`config.mk`:
```
export PLATFORM = sky130hd
export DESIGN_NAME = gcd_lcm_unit
export DESIGN_NICKNAME = d
export VERILOG_FILES = /design/src/rtl/gcd_lcm_pkg.sv /design/src/rtl/gcd_lcm_unit_seq_divmul.sv /design/src/rtl/gcd_lcm_unit.sv
export SDC_FILE = /design/constraint.sdc
export NUM_CORES = 1
export LEC_CHECK = 0
export ABC_AREA = 1
export CORE_MARGIN = 3
export CORE_UTILIZATION = 55
export CTS_BUF_LIST = sky130_fd_sc_hd__clkbuf_2
export CTS_CLUSTER_DIAMETER = 40
export DETAILED_ROUTE_END_ITERATION = 10
export PLACE_DENSITY = 0.73
export SLEW_MARGIN = 15
export SYNTH_ARGS = -nofsm -noshare
export SYNTH_HDL_FRONTEND = slang
export SYNTH_SLANG_ARGS = --single-unit
```
`constraint.sdc`:
```
create_clock -name clk -period 4 [get_ports clk]
set_clock_uncertainty 0.1 [all_clocks]
set_input_delay 0.8 -clock clk [delete_from_list [all_inputs] [get_ports clk]]
set_output_delay 0.8 -clock clk [all_outputs]
set_load 0.005 [all_outputs]
```
`src/rtl/gcd_lcm_pkg.sv`:
```
// rtl/gcd_lcm_pkg.sv - shared state encoding, opcode constants and width helper for the GCD/LCM unit
package gcd_lcm_pkg;

    typedef enum logic [2:0] {
        IDLE,
        CAPT,
        GSHIFT,
        GLOOP,
        DIV,
        MUL,
        DONE
    } gcd_state_t;

    localparam logic OP_GCD = 1'b0;
    localparam logic OP_LCM = 1'b1;

    // Enough bits to count 0..width shift steps or iterations
    function automatic int shift_w(input int width);
        return $clog2(width) + 1;
    endfunction

endpackage

```
`src/rtl/gcd_lcm_unit_seq_divmul.sv`:
```
// rtl/gcd_lcm_unit_seq_divmul.sv - sequential restoring divider and shift-add multiplier sharing one step counter
module seq_divmul
    import gcd_lcm_pkg::*;
#(
    parameter int WIDTH = 32,
    parameter int AW    = WIDTH
) (
    input  logic             clk,
    input  logic             reset,
    input  logic             start_div,
    input  logic             start_mul,
    input  logic [WIDTH-1:0] dividend,
    input  logic [WIDTH-1:0] divisor,
    input  logic [WIDTH-1:0] multiplicand,
    output logic [AW-1:0]    res,
    output logic             fin
);

    localparam int CW = shift_w(WIDTH);

    typedef enum logic [1:0] {PH_IDLE, PH_DIV, PH_MUL} phase_t;

    phase_t           phase;
    logic [CW-1:0]    cnt;
    logic [WIDTH-1:0] rem;
    logic [WIDTH-1:0] quo;
    logic [WIDTH-1:0] dsr;
    logic [WIDTH-1:0] mlt;
    logic [AW-1:0]    mcand;
    logic [AW-1:0]    acc;

    logic [WIDTH:0]   shifted;
    logic [WIDTH-1:0] rem_next;
    logic [WIDTH-1:0] quo_next;
    logic [AW-1:0]    acc_next;

    // One restoring-division step and one shift-add step, computed ahead so the
    // caller can capture the final value on the same edge the last step retires
    always_comb begin
        shifted  = {rem, quo[WIDTH-1]};
        rem_next = shifted[WIDTH-1:0];
        quo_next = {quo[WIDTH-2:0], 1'b0};
        if (shifted >= {1'b0, dsr}) begin
            rem_next = shifted[WIDTH-1:0] - dsr;
            quo_next = {quo[WIDTH-2:0], 1'b1};
        end
        acc_next = mlt[0] ? (acc + mcand) : acc;
        res      = (phase == PH_MUL) ? acc_next : AW'(quo_next);
        fin      = (phase != PH_IDLE) && (cnt == '0);
    end

    // Load on a start strobe, otherwise retire one bit per cycle for WIDTH cycles;
    // start_mul arrives on the last divide step, so the fresh quotient is the multiplier
    always_ff @(posedge clk or negedge reset) begin
        if (!reset) begin
            phase <= PH_IDLE;
            cnt   <= '0;
            rem   <= '0;
            quo   <= '0;
            dsr   <= '0;
            mlt   <= '0;
            mcand <= '0;
            acc   <= '0;
        end else if (start_div) begin
            phase <= PH_DIV;
            cnt   <= CW'(WIDTH - 1);
            rem   <= '0;
            quo   <= dividend;
            dsr   <= divisor;
        end else if (start_mul) begin
            phase <= PH_MUL;
            cnt   <= CW'(WIDTH - 1);
            mlt   <= quo_next;
            mcand <= AW'(multiplicand);
            acc   <= '0;
        end else begin
            case (phase)
                PH_DIV: begin
                    rem <= rem_next;
                    quo <= quo_next;
                    cnt <= cnt - 1'b1;
                    if (fin) phase <= PH_IDLE;
                end
                PH_MUL: begin
                    acc   <= acc_next;
                    mcand <= mcand << 1;
                    mlt   <= mlt >> 1;
                    cnt   <= cnt - 1'b1;
                    if (fin) phase <= PH_IDLE;
                end
                default: phase <= PH_IDLE;
            endcase
        end
    end

endmodule

```
`src/rtl/gcd_lcm_unit.sv`:
```
// rtl/gcd_lcm_unit.sv - multi-cycle Stein GCD / LCM coprocessor; GCD_LCM_OVF_EN widens the product and enables ovf
module gcd_lcm_unit
    import gcd_lcm_pkg::*;
#(
    parameter int WIDTH = 32
) (
    input  logic             clk,
    input  logic             reset,
    input  logic             start,
    input  logic             op,
    input  logic [WIDTH-1:0] src_a,
    input  logic [WIDTH-1:0] src_b,
    output logic             busy,
    output logic             done,
    output logic [WIDTH-1:0] result,
    output logic             ovf
);

    localparam int KW = shift_w(WIDTH);
`ifdef GCD_LCM_OVF_EN
    localparam int AW = 2 * WIDTH;
`else
    localparam int AW = WIDTH;
`endif

    gcd_state_t       state;
    logic             op_r;
    logic [WIDTH-1:0] ra;
    logic [WIDTH-1:0] rb;
    logic [WIDTH-1:0] a0;
    logic [WIDTH-1:0] b0;
    logic [KW-1:0]    k;

    logic [WIDTH-1:0] g;
    logic             start_div;
    logic             start_mul;
    logic [AW-1:0]    dm_res;
    logic             dm_fin;
    logic             ovf_next;

    // The GCD is only valid on the loop-exit cycle, where it feeds the result or the divider
    always_comb begin
        g         = ra << k;
        start_div = (state == GLOOP) && (ra == rb) && (op_r == OP_LCM);
        start_mul = (state == DIV) && dm_fin;
`ifdef GCD_LCM_OVF_EN
        ovf_next  = |dm_res[AW-1:WIDTH];
`else
        ovf_next  = 1'b0;
`endif
    end

    seq_divmul #(
        .WIDTH (WIDTH),
        .AW    (AW)
    ) u_divmul (
        .clk          (clk),
        .reset        (reset),
        .start_div    (start_div),
        .start_mul    (start_mul),
        .dividend     (a0),
        .divisor      (g),
        .multiplicand (b0),
        .res          (dm_res),
        .fin          (dm_fin)
    );

    // Control FSM: capture, zero screen, common-power-of-two strip, Stein loop, then divide/multiply for LCM
    always_ff @(posedge clk or negedge reset) begin
        if (!reset) begin
            state  <= IDLE;
            busy   <= 1'b0;
            done   <= 1'b0;
            result <= '0;
            ovf    <= 1'b0;
            op_r   <= OP_GCD;
            ra     <= '0;
            rb     <= '0;
            a0     <= '0;
            b0     <= '0;
            k      <= '0;
        end else begin
            case (state)
                IDLE: begin
                    if (start) begin
                        op_r  <= op;
                        ra    <= src_a;
                        rb    <= src_b;
                        a0    <= src_a;
                        b0    <= src_b;
                        k     <= '0;
                        busy  <= 1'b1;
                        state <= CAPT;
                    end
                end
                CAPT: begin
                    if (ra == '0 || rb == '0) begin
                        // With one operand zero the GCD is simply the OR of both
                        result <= (op_r == OP_LCM) ? '0 : (ra | rb);
                        ovf    <= 1'b0;
                        done   <= 1'b1;
                        state  <= DONE;
                    end else begin
                        state <= GSHIFT;
                    end
                end
                GSHIFT: begin
                    if (!ra[0] && !rb[0]) begin
                        ra <= ra >> 1;
                        rb <= rb >> 1;
                        k  <= k + 1'b1;
                    end else begin
                        state <= GLOOP;
                    end
                end
                GLOOP: begin
                    if (ra == rb) begin
                        if (op_r == OP_GCD) begin
                            result <= g;
                            ovf    <= 1'b0;
                            done   <= 1'b1;
                            state  <= DONE;
                        end else begin
                            state <= DIV;
                        end
                    end else if (!ra[0]) begin
                        ra <= ra >> 1;
                    end else if (!rb[0]) begin
                        rb <= rb >> 1;
                    end else if (ra > rb) begin
                        ra <= (ra - rb) >> 1;
                    end else begin
                        rb <= (rb - ra) >> 1;
                    end
                end
                DIV: begin
                    if (dm_fin) state <= MUL;
                end
                MUL: begin
                    if (dm_fin) begin
                        result <= dm_res[WIDTH-1:0];
                        ovf    <= ovf_next;
                        done   <= 1'b1;
                        state  <= DONE;
                    end
                end
                DONE: begin
                    done  <= 1'b0;
                    busy  <= 1'b0;
                    state <= IDLE;
                end
                default: state <= IDLE;
            endcase
        end
    end

endmodule

```
==> Yosys cells after proc, flatten, opt, wreduce, memory -nomap -nowiden <==
Cells that the tools add are included.
{ "classes": {"addsub": 6, "magnitude_cmp": 2, "n_reduce_logical": 34, "shifts": 1, "eq_ne": 24, "bitwise_logic": 2, "n_mux": 66} }
{ "ops": {"columns": ["cell", "count"], "rows": [
  ["32-bit 2-to-1 mux", 32],
  ["32-bit one-hot mux with 3 select lines", 3],
  ["32-bit subtractor", 3],
  ["32-bit logical NOT", 2],
  ["33-bit by 32-bit >= comparator with 1-bit output", 1],
  ["32-bit adder", 1],
  ["32-bit equality test", 1],
  ["32-bit > comparator", 1],
  ["32-bit OR", 1],
  ["32-bit by 6-bit << shifter with 32-bit output", 1],
  ["6-bit 2-to-1 mux", 5],
  ["2-bit != test (second input constant)", 10],
  ["5-bit AND reduction", 4],
  ["3-bit 2-to-1 mux", 6],
  ["3-bit one-hot mux with 6 select lines", 1],
  ["6-bit one-hot mux with 2 select lines", 1],
  ["6-bit AND reduction", 2],
  ["1-bit 2-to-1 mux", 10],
  ["2-bit 2-to-1 mux", 5],
  ["2-bit nonzero test", 5],
  ["3-bit equality test (second input constant)", 3],
  ["3-bit nonzero test", 3],
  ["2-bit AND reduction", 4],
  ["6-bit by 1-bit adder with 6-bit output (second input constant)", 1],
  ["22 further kinds", 29]
]} }
{ "totals": {"regBits": 373, "word_cells": 156} }

==> Longest topological paths before layout <==
Gate-level depths: netlist of the first run.
{ "depth": {"word_depth": 6, "ltp_mapped": 19, "ltp_nobuf": 19} }

==> Hierarchy <==
Synthesis of the first run repeated with hierarchy kept, for this count alone.
{ "unflattened": {"hier_cells": 4584, "hier_area_um2": 29418.2} }
{ "modules_own_cells": {"columns": ["module", "cells_per_inst", "instances", "area_each_um2"], "rows": [
  ["gcd_lcm_unit", 2435, 1, 15205.8],
  ["seq_divmul", 2149, 1, 14212.4]
]} }

==> Worst setup path after synthesis of the first run <==
OpenSTA, ideal clock, no wires.
{ "synth_path": {"kind": "register to register", "startpoint": "reg rb[0]", "endpoint": "reg rb[23]", "required_ns": 3.823, "arrival_time_ns": 2.518, "path_stages_with_launch": 18, "n_path_buf": 1, "setup_slack_ns": 1.304, "path_cell_list": "dfrtp_1 clkinv_1 clkbuf_1 ha_1 fa_1 inv_1 nand2_1 nand2_1 nand2_1 nand3_1 nand3_1 nand3_1 nand2_1 nand2_1 nand2_1 nand2_1 nand2_1 a21oi_1"} }
{ "synth_between": {"elab_chain_cells": 6} }
{ "synth_lines": {"columns": ["element", "line", "source"], "rows": [
  ["start, declared", "gcd_lcm_unit.sv:29", "logic [WIDTH-1:0] rb;"],
  ["start signal, assigned", "gcd_lcm_unit.sv:88", "rb <= src_b;"],
  ["start signal, assigned", "gcd_lcm_unit.sv:110", "rb <= rb >> 1;"],
  ["start signal, assigned", "gcd_lcm_unit.sv:129", "rb <= rb >> 1;"],
  ["32-bit subtractor", "gcd_lcm_unit.sv:133", "rb <= (rb - ra) >> 1;"],
  ["32-bit 2-to-1 mux", "gcd_lcm_unit.sv:130", "end else if (ra > rb) begin"],
  ["32-bit 2-to-1 mux", "gcd_lcm_unit.sv:128", "end else if (!rb[0]) begin"],
  ["32-bit 2-to-1 mux", "gcd_lcm_unit.sv:126", "end else if (!ra[0]) begin"],
  ["32-bit 2-to-1 mux", "gcd_lcm_unit.sv:117", "if (ra == rb) begin"],
  ["32-bit one-hot mux with 3 select lines", "gcd_lcm_unit.sv:83", "case (state)"]
]} }
Parallel ways exist; a longest one is shown, timed or not. The select of a mux whose other input is x is not followed.
A chain may end at the register's enable or synchronous reset.

==> Final worst setup path of the first run <==
{ "layout_path": {"startpoint": "reg rb[25]", "endpoint": "reg ra[26]"} }
{ "layout_between": {"elab_chain_cells": 6} }
{ "layout_lines": {"columns": ["element", "line", "source"], "rows": [
  ["32-bit subtractor", "gcd_lcm_unit.sv:131", "ra <= (ra - rb) >> 1;"],
  ["32-bit 2-to-1 mux", "gcd_lcm_unit.sv:130", null],
  ["32-bit 2-to-1 mux", "gcd_lcm_unit.sv:128", null],
  ["32-bit 2-to-1 mux", "gcd_lcm_unit.sv:126", null],
  ["32-bit 2-to-1 mux", "gcd_lcm_unit.sv:117", null],
  ["32-bit one-hot mux with 3 select lines", "gcd_lcm_unit.sv:83", null],
  ["end signal, assigned", "gcd_lcm_unit.sv:87", "ra <= src_a;"],
  ["end signal, assigned", "gcd_lcm_unit.sv:127", "ra <= ra >> 1;"],
  ["end signal, assigned", "gcd_lcm_unit.sv:131", null],
  ["end, declared", "gcd_lcm_unit.sv:28", "logic [WIDTH-1:0] ra;"]
]} }
Parallel ways exist; a longest one is shown, timed or not. The select of a mux whose other input is x is not followed.

==> impl_metrics.yaml, run 1 <==
clocking:
  cts_tree: "yes"
  cts_root_buffer: "clkbuf_2"
  clock_latency_ps: 1230
  clk_path_buf_depth: 3
  clk_pin_slew_ps: 100
  cts_setup_buffers: 0
  numCtsBuffers: 102
  clkSinkCount: 372
  cts_max_level: 3
die:
  dieWidth_um: 234.4
  placement_rows: 83
  chipHeight_um: 234.4
  start_util_pct: 55.71
  coreArea_um2: 51510
  die_area_um2: 54950
  num_io_pins: 103
status:
  status: "complete, no violations"
place:
  dpl.hpwl_mm: 88.48
  io_buffers: 101
  place_area_um2: 30370
  gp_congestion: 1.092
  place_ws_ps: 524.3
  place_inst: 5064
global_route:
  grt_usage_pct: 40.79
  antenna_found_initial: 11
  gr-total-overflow: 0
  grt_start_max_net_pins: 88
  grt_pass1_vias: 28060
  grt_pass1_wl_mm: 168.8
worst_setup_path:
  cp_data_required_time_ps: 4940
  path_buf_inv: 3
  crit_chain: "inv_1, ha_1, inv_1, nand2_1, nand2_1, nand2_1, nand2_1, nand2_1, nand2_1, a21oi_1, nand2_2, nand2_2, nand2_1, nand2_2, buf_12, nor2_1, nand2_1, nand2_1"
  start_kind: "flop"
  path_class: "reg -> reg"
  critPathMaxStageDelay_ps: 600
  critical_path.top_delay_family: "simple AND/OR/NAND/NOR gates"
  worstPathArrival_ps: 4520
  end_kind: "flop"
  cp_max_fo: 42
  crit_path_start: "rb[25]"
  timing.rr.start: "rb[25]"
  crit_slowest_cell: "dfrtp_1"
  path_common_cell: "nand2_1"
timing:
  final-hold-violation-count: 0
  setup_violations: 0
  slew_headroom_pct: 27.95
  max_slew.worst_pin.slew_ps: 1080
  post-route-min-period_ps: 3588
  fmax_ghz: 0.2787
  report.final.slew_viol_count: 0
  worst_slack_ps: 412.1
  rsz0062_at_grt: "false"
  fin_crit_sh_pct: 89.70
  finalSetupTns_ps: 0
power:
  power_w: 0.02369
  p_per_area_nw_per_um2: 752.8
  p_leak_nw: 16.52
  irDropWorstVdd_uv: 624.9
layout:
  final_area_um2: 31470
  final_cells: 5266
  fin_nets: 4735
  area_growth_pct: 9.649
  drive_gt1_share_pct: 6.907
yosys:
  synth_top_family_by_area: "simple AND/OR/NAND/NOR gates"
  synth_fa_ha_area_share_pct: 7.430
  yosys.area.top_type: "dfrtp_1"
  synthTopCellsByArea: "dfrtp_1, nand2_1, ha_1"
  yosys.area.top_type_share_pct: 32.44
  yosys_most_used_dff: "dfrtp_1"
  synth_edf_count: 0
  yosys_warnings: 0
  synthXorXnorAreaFrac_pct: 2.106
  synthSimpleGateAreaFrac_pct: 34.21
  synth_commonest_cells: "nand2_1, inv_1, nor2_1, dfrtp_1, o21ai_0"
  synth_compound_area_share_pct: 14.79
  synth.most_common_cell: "nand2_1"
  muxShareOfSynthArea_pct: 0.03488
  syn_area_per_cell_um2: 6.535
  ys_types: 56
  syn_inst: 4391
  yosysSeqAreaShare_pct: 32.44
  ys_ff_latch: 372
  synth-async-reset-ratio_pct: 100.0
  synth.net_count: 4627
  synth_area_um2: 28700
worst_hold_path:
  min_from: "src_b[14]"
  hp-class: "in -> reg"
routing:
  via_count: 30621
  drtAntennaViolNets: 0
  initialDrtViolationCount: 4022
  vias_per_cell: 5.815
  drt-total-wl_mm: 113.3
  routedWlPerCell_um: 21.51
  remaining_drc_errors: 0
  first_pass_iters: 9
run:
  drv_cap: 0
report_power, final:
group	total, W	switching [W]	internal, W
sequential	0.00556	0.000926	0.00464
combinational	0.0152	0.0107	0.00453
clock	0.00293	0.00179	0.00114
metrics by stage:
stage	hold slack (ps)	utilization, %
after CTS	0.7832	61.03
after detailed placement	367.1	58.97
final	90.93	61.09
after global routing	40.49	61.07
after floorplan	347.9	-
after global placement	359.8	58.97
layer usage:
metal	GRT usage [%]	routed length [um]
met5	0	55
met4	24.87	8019
met3	8.858	11390
met2	60.69	48020
met1	54.42	45770
worst paths after layout:
kind / endpoint / slack, ps / cells past startpoint
max in group asynchronous: rb[14] / 2660 / 3
min reg2reg: u_divmul.mcand[0] / 350 / 2
min: b0[14] / 90 / 3
max: ra[26] / 410 / 18
max reg2reg: ra[26] / 410 / 18
min in group asynchronous: u_divmul.mcand[6] / 110 / 2
cell families after synthesis:
kind of cell	Yosys count
simple gates	2365
mux	1
xor+xnor	69
fa+ha+maj	168
other cells	1
flops	372
compound gates	764
buf+inv	651
placed cells by master (no fill, tap or decap), drive strengths merged, types with 13 or more instances in the layout:
master / netlist / final
clkinv: 6 / 46
clkdlybuf4s50: 0 / 100
xor2: 53 / 53
a31oi: 33 / 33
inv: 474 / 477
or2: 16 / 16
nor3: 37 / 37
xnor2: 16 / 16
nand2: 1505 / 1505
o21bai: 18 / 18
nand3b: 39 / 39
a21oi: 241 / 241
ha: 164 / 164
nand3: 315 / 315
a22oi: 13 / 13
clkbuf: 98 / 134
o21ai: 372 / 372
nand4: 41 / 41
buf: 73 / 64
dfrtp: 372 / 372
o211ai: 13 / 13
a21o: 22 / 22
nor2: 404 / 404
o221ai: 23 / 23
worst reg2reg max path, cell delays in order (launching register included):
cell and delay (ps):
dfrtp_1 600, inv_1 150, ha_1 470, inv_1 160, nand2_1 110, nand2_1 70, nand2_1 60, nand2_1 70
nand2_1 70, nand2_1 70, a21oi_1 320, nand2_2 180, nand2_2 120, nand2_1 80, nand2_2 340, buf_12 300
nor2_1 100, nand2_1 70, nand2_1 40
final cells by class:
cell class / count / area (um^2)
Clock buffer: 134 / 670.6
Fill cell: 5170 / 20040
Clock inverter: 46 / 281.5
Sequential cell: 372 / 9309
Timing Repair Buffer: 175 / 1687
Tap cell: 680 / 850.8
Antenna cell: 11 / 27.53
Multi-Input combinational cell: 3368 / 16830
Inverter: 480 / 1808
registers in the layout, summed over array words and instances, names as in the netlist:
| register | count |
|---|---|
| b0 | 32 |
| k | 6 |
| u_divmul.dsr | 32 |
| state | 3 |
| op_r | 1 |
| result | 32 |
| done | 1 |
| u_divmul.phase | 2 |
| a0 | 32 |
| u_divmul.rem | 32 |
| rb | 32 |
| u_divmul.cnt | 6 |
| u_divmul.mlt | 32 |
| u_divmul.mcand | 32 |
| busy | 1 |
| ra | 32 |
| u_divmul.quo | 32 |
| u_divmul.acc | 32 |
timing repair:
item	4_1_cts	5_1_grt
gates resized for setup	0	1
hold buffers	11	0
endpoints found under the setup margin	0	29
endpoints found under the hold margin	123	0
Note: power is estimated with default switching activity, not from simulation.
==> run 2: changes to the inputs <==
Settings changed: REMOVE_ABC_BUFFERS set to 1.
==> run 2 against run 1 <==
Effect of this change: sequential power fell by 1%; combinational power about the same; global-route usage rose by 0.73 points; critical path depth stayed put; maximum frequency fell by 6.0%; core utilization shrank 0.27 points; via count up 1.1%; first-iteration DRC count fell by 4.6%; non-clock buffer count down 14; hold slack improved by 56 ps; die area stayed put; register-to-register slack worse by 230 ps; largest cell class unchanged; largest power group unchanged.
==> impl_metrics.yaml, run 2 (synthesized netlist as in run 1, its figures left out) <==
routing:
  initialDrtViolationCount: 3837
  drt-total-wl_mm: 115.4
  first_pass_iters: 9
  vias_per_cell: 5.901
  drtAntennaViolNets: 0
  via_count: 30966
  routedWlPerCell_um: 21.99
  remaining_drc_errors: 0
power:
  irDropWorstVdd_uv: 530.9
  power_frac_seq_pct: 23.1
  swShare_pct: 57.05
  p_per_area_nw_per_um2: 758.1
  p_leak_nw: 16.46
  p_clk_share_pct: 12.0
  combPwrFrac_pct: 64.8
  p_int_w: 0.01020
  switchingPower_w: 0.01355
  power_w: 0.02375
clocking:
  cts_root_buffer: "clkbuf_2"
  cts_max_level: 3
  cts_setup_buffers: 0
  clk_path_buf_depth: 3
  numCtsBuffers: 101
  clk_pin_slew_ps: 110
  clkSinkCount: 372
  cts_tree: "yes"
  clock_latency_ps: 1190
  ctsHoldBuffers: 1
  post_cts_resized: 0
worst_setup_path:
  path_common_cell: "nand2_1"
  critPathMaxStageDelay_ps: 510
  start_kind: "flop"
  path_class: "reg -> reg"
  end_kind: "flop"
  crit_slowest_cell: "dfrtp_1"
  cp_max_fo: 8
  crit_chain: "inv_1, ha_1, fa_1, inv_1, nand2_1, nand2_1, nand2_1, nand2_1, nand2_1, nand2_2, nand2_1, nand2_2, nand3_1, nor2_2, nand3_1, nand2_1, nand2_1, nand2_1"
  cp_data_required_time_ps: 4940
  worstPathArrival_ps: 4760
place:
  io_buffers: 101
  place_area_um2: 30370
  gp_congestion: 1.064
  place_ws_ps: 313.2
  dpl.hpwl_mm: 90.26
  place_inst: 5060
timing:
  fin_crit_sh_pct: 95.46
  final-hold-violation-count: 0
  worst_slack_ps: 181.7
  setup_violations: 0
  max_slew.worst_pin.slew_ps: 1081
  hold_ws_ps: 146.9
  post-route-min-period_ps: 3818
  rsz0062_at_grt: "false"
  fmax_ghz: 0.2619
  slew_headroom_pct: 27.68
  report.final.slew_viol_count: 0
layout:
  drive_gt1_share_pct: 6.991
  fillers: 5198
  register_area_um2: 9309
  multi_input_area_um2: 16830
  final_area_um2: 31320
  final_cell_mix: "nand2_1, inv_1, nor2_1"
  final_cells: 5248
  fin_nets: 4720
  area_growth_pct: 9.156
  mostFrequentLayoutCell: "nand2_1"
global_route:
  gr-total-overflow: 0
  grt_pass1_wl_mm: 172.4
  grt_start_max_net_pins: 91
  antenna_found_initial: 10
  grt_pass1_vias: 28660
  grt_usage_pct: 41.52
die:
  chipHeight_um: 234.4
  die_area_um2: 54950
  placement_rows: 83
  start_util_pct: 55.71
  dieWidth_um: 234.4
  num_io_pins: 103
  coreArea_um2: 51510
worst_hold_path:
  hp-class: "in -> reg"
status:
  status: "complete, no violations"
run:
  drv_cap: 0
[run 2: changes by cell type in the layout (fill, tap and decap cells not counted), sizes merged, moves of 4 or more]
cell / previous run / this run
clkinv: 46 / 39
buf: 64 / 60
clkbuf: 134 / 143
dlygate4sd3: 11 / 1
diode: 11 / 5
[run 2: critical path: cells and delay by family (launching register included)]
family | cells | cell delay [ps]
DFF | 1 | 510
adders and majority gates | 2 | 760
buffers and inverters | 2 | 390
and+or+nand+nor | 14 | 1980
[run 2: metal layers]
metal	track usage (%)	wire [um]	vias up
li1	-	-	14401
met1	55.05	45840	14330
met2	63.79	50320	1856
met3	9.124	12130	371
met4	21.83	7042	8
met5	0	52	-
[run 2: stage by stage]
| stage | TNS [ps] | util [%] |
|---|---|---|
| 2_1_floorplan | -24400 | - |
| 3_3_place_gp | 0 | 58.96 |
| 3_5_place_dp | 0 | 58.96 |
| 4_1_cts | 0 | 60.79 |
| 5_1_grt | 0 | 60.80 |
| 6_report | 0 | 60.81 |
[run 2: final timing paths]
| check | from | slack [ps] | to | cells past startpoint |
|---|---|---|---|---|
| max in group asynchronous | reset | 2640 | b0[1] | 3 |
| min in group asynchronous | reset | 160 | u_divmul.cnt[0] | 2 |
| worst min-delay path | src_b[3] | 150 | b0[3] | 3 |
| worst min register to register | b0[6] | 380 | b0[6] | 2 |
| worst max-delay path | ra[0] | 180 | ra[30] | 18 |
| worst max register to register | ra[0] | 180 | ra[30] | 18 |
[run 2: cell type report]
type / count / area share (%)
diodes: 5 / 0.03994
clock buffers: 143 / 2.285
clock inverters: 39 / 0.6870
inverters: 480 / 5.764
multi-input cells: 3368 / 53.74
flip-flops and latches: 372 / 29.72
well taps: 680 / 2.716
repair buffers: 161 / 5.049
[run 2: power by group through the flow]
stage	logic (W)	clock network [W]	registers [W]
finish	0.0154	0.00286	0.00549
global route	0.0165	0.00309	0.00557
global placement	0.0148	0	0.00549
CTS	0.0148	0.00288	0.00544
detailed placement	0.0147	0	0.00552
floorplan	0.00906	0	0.00533
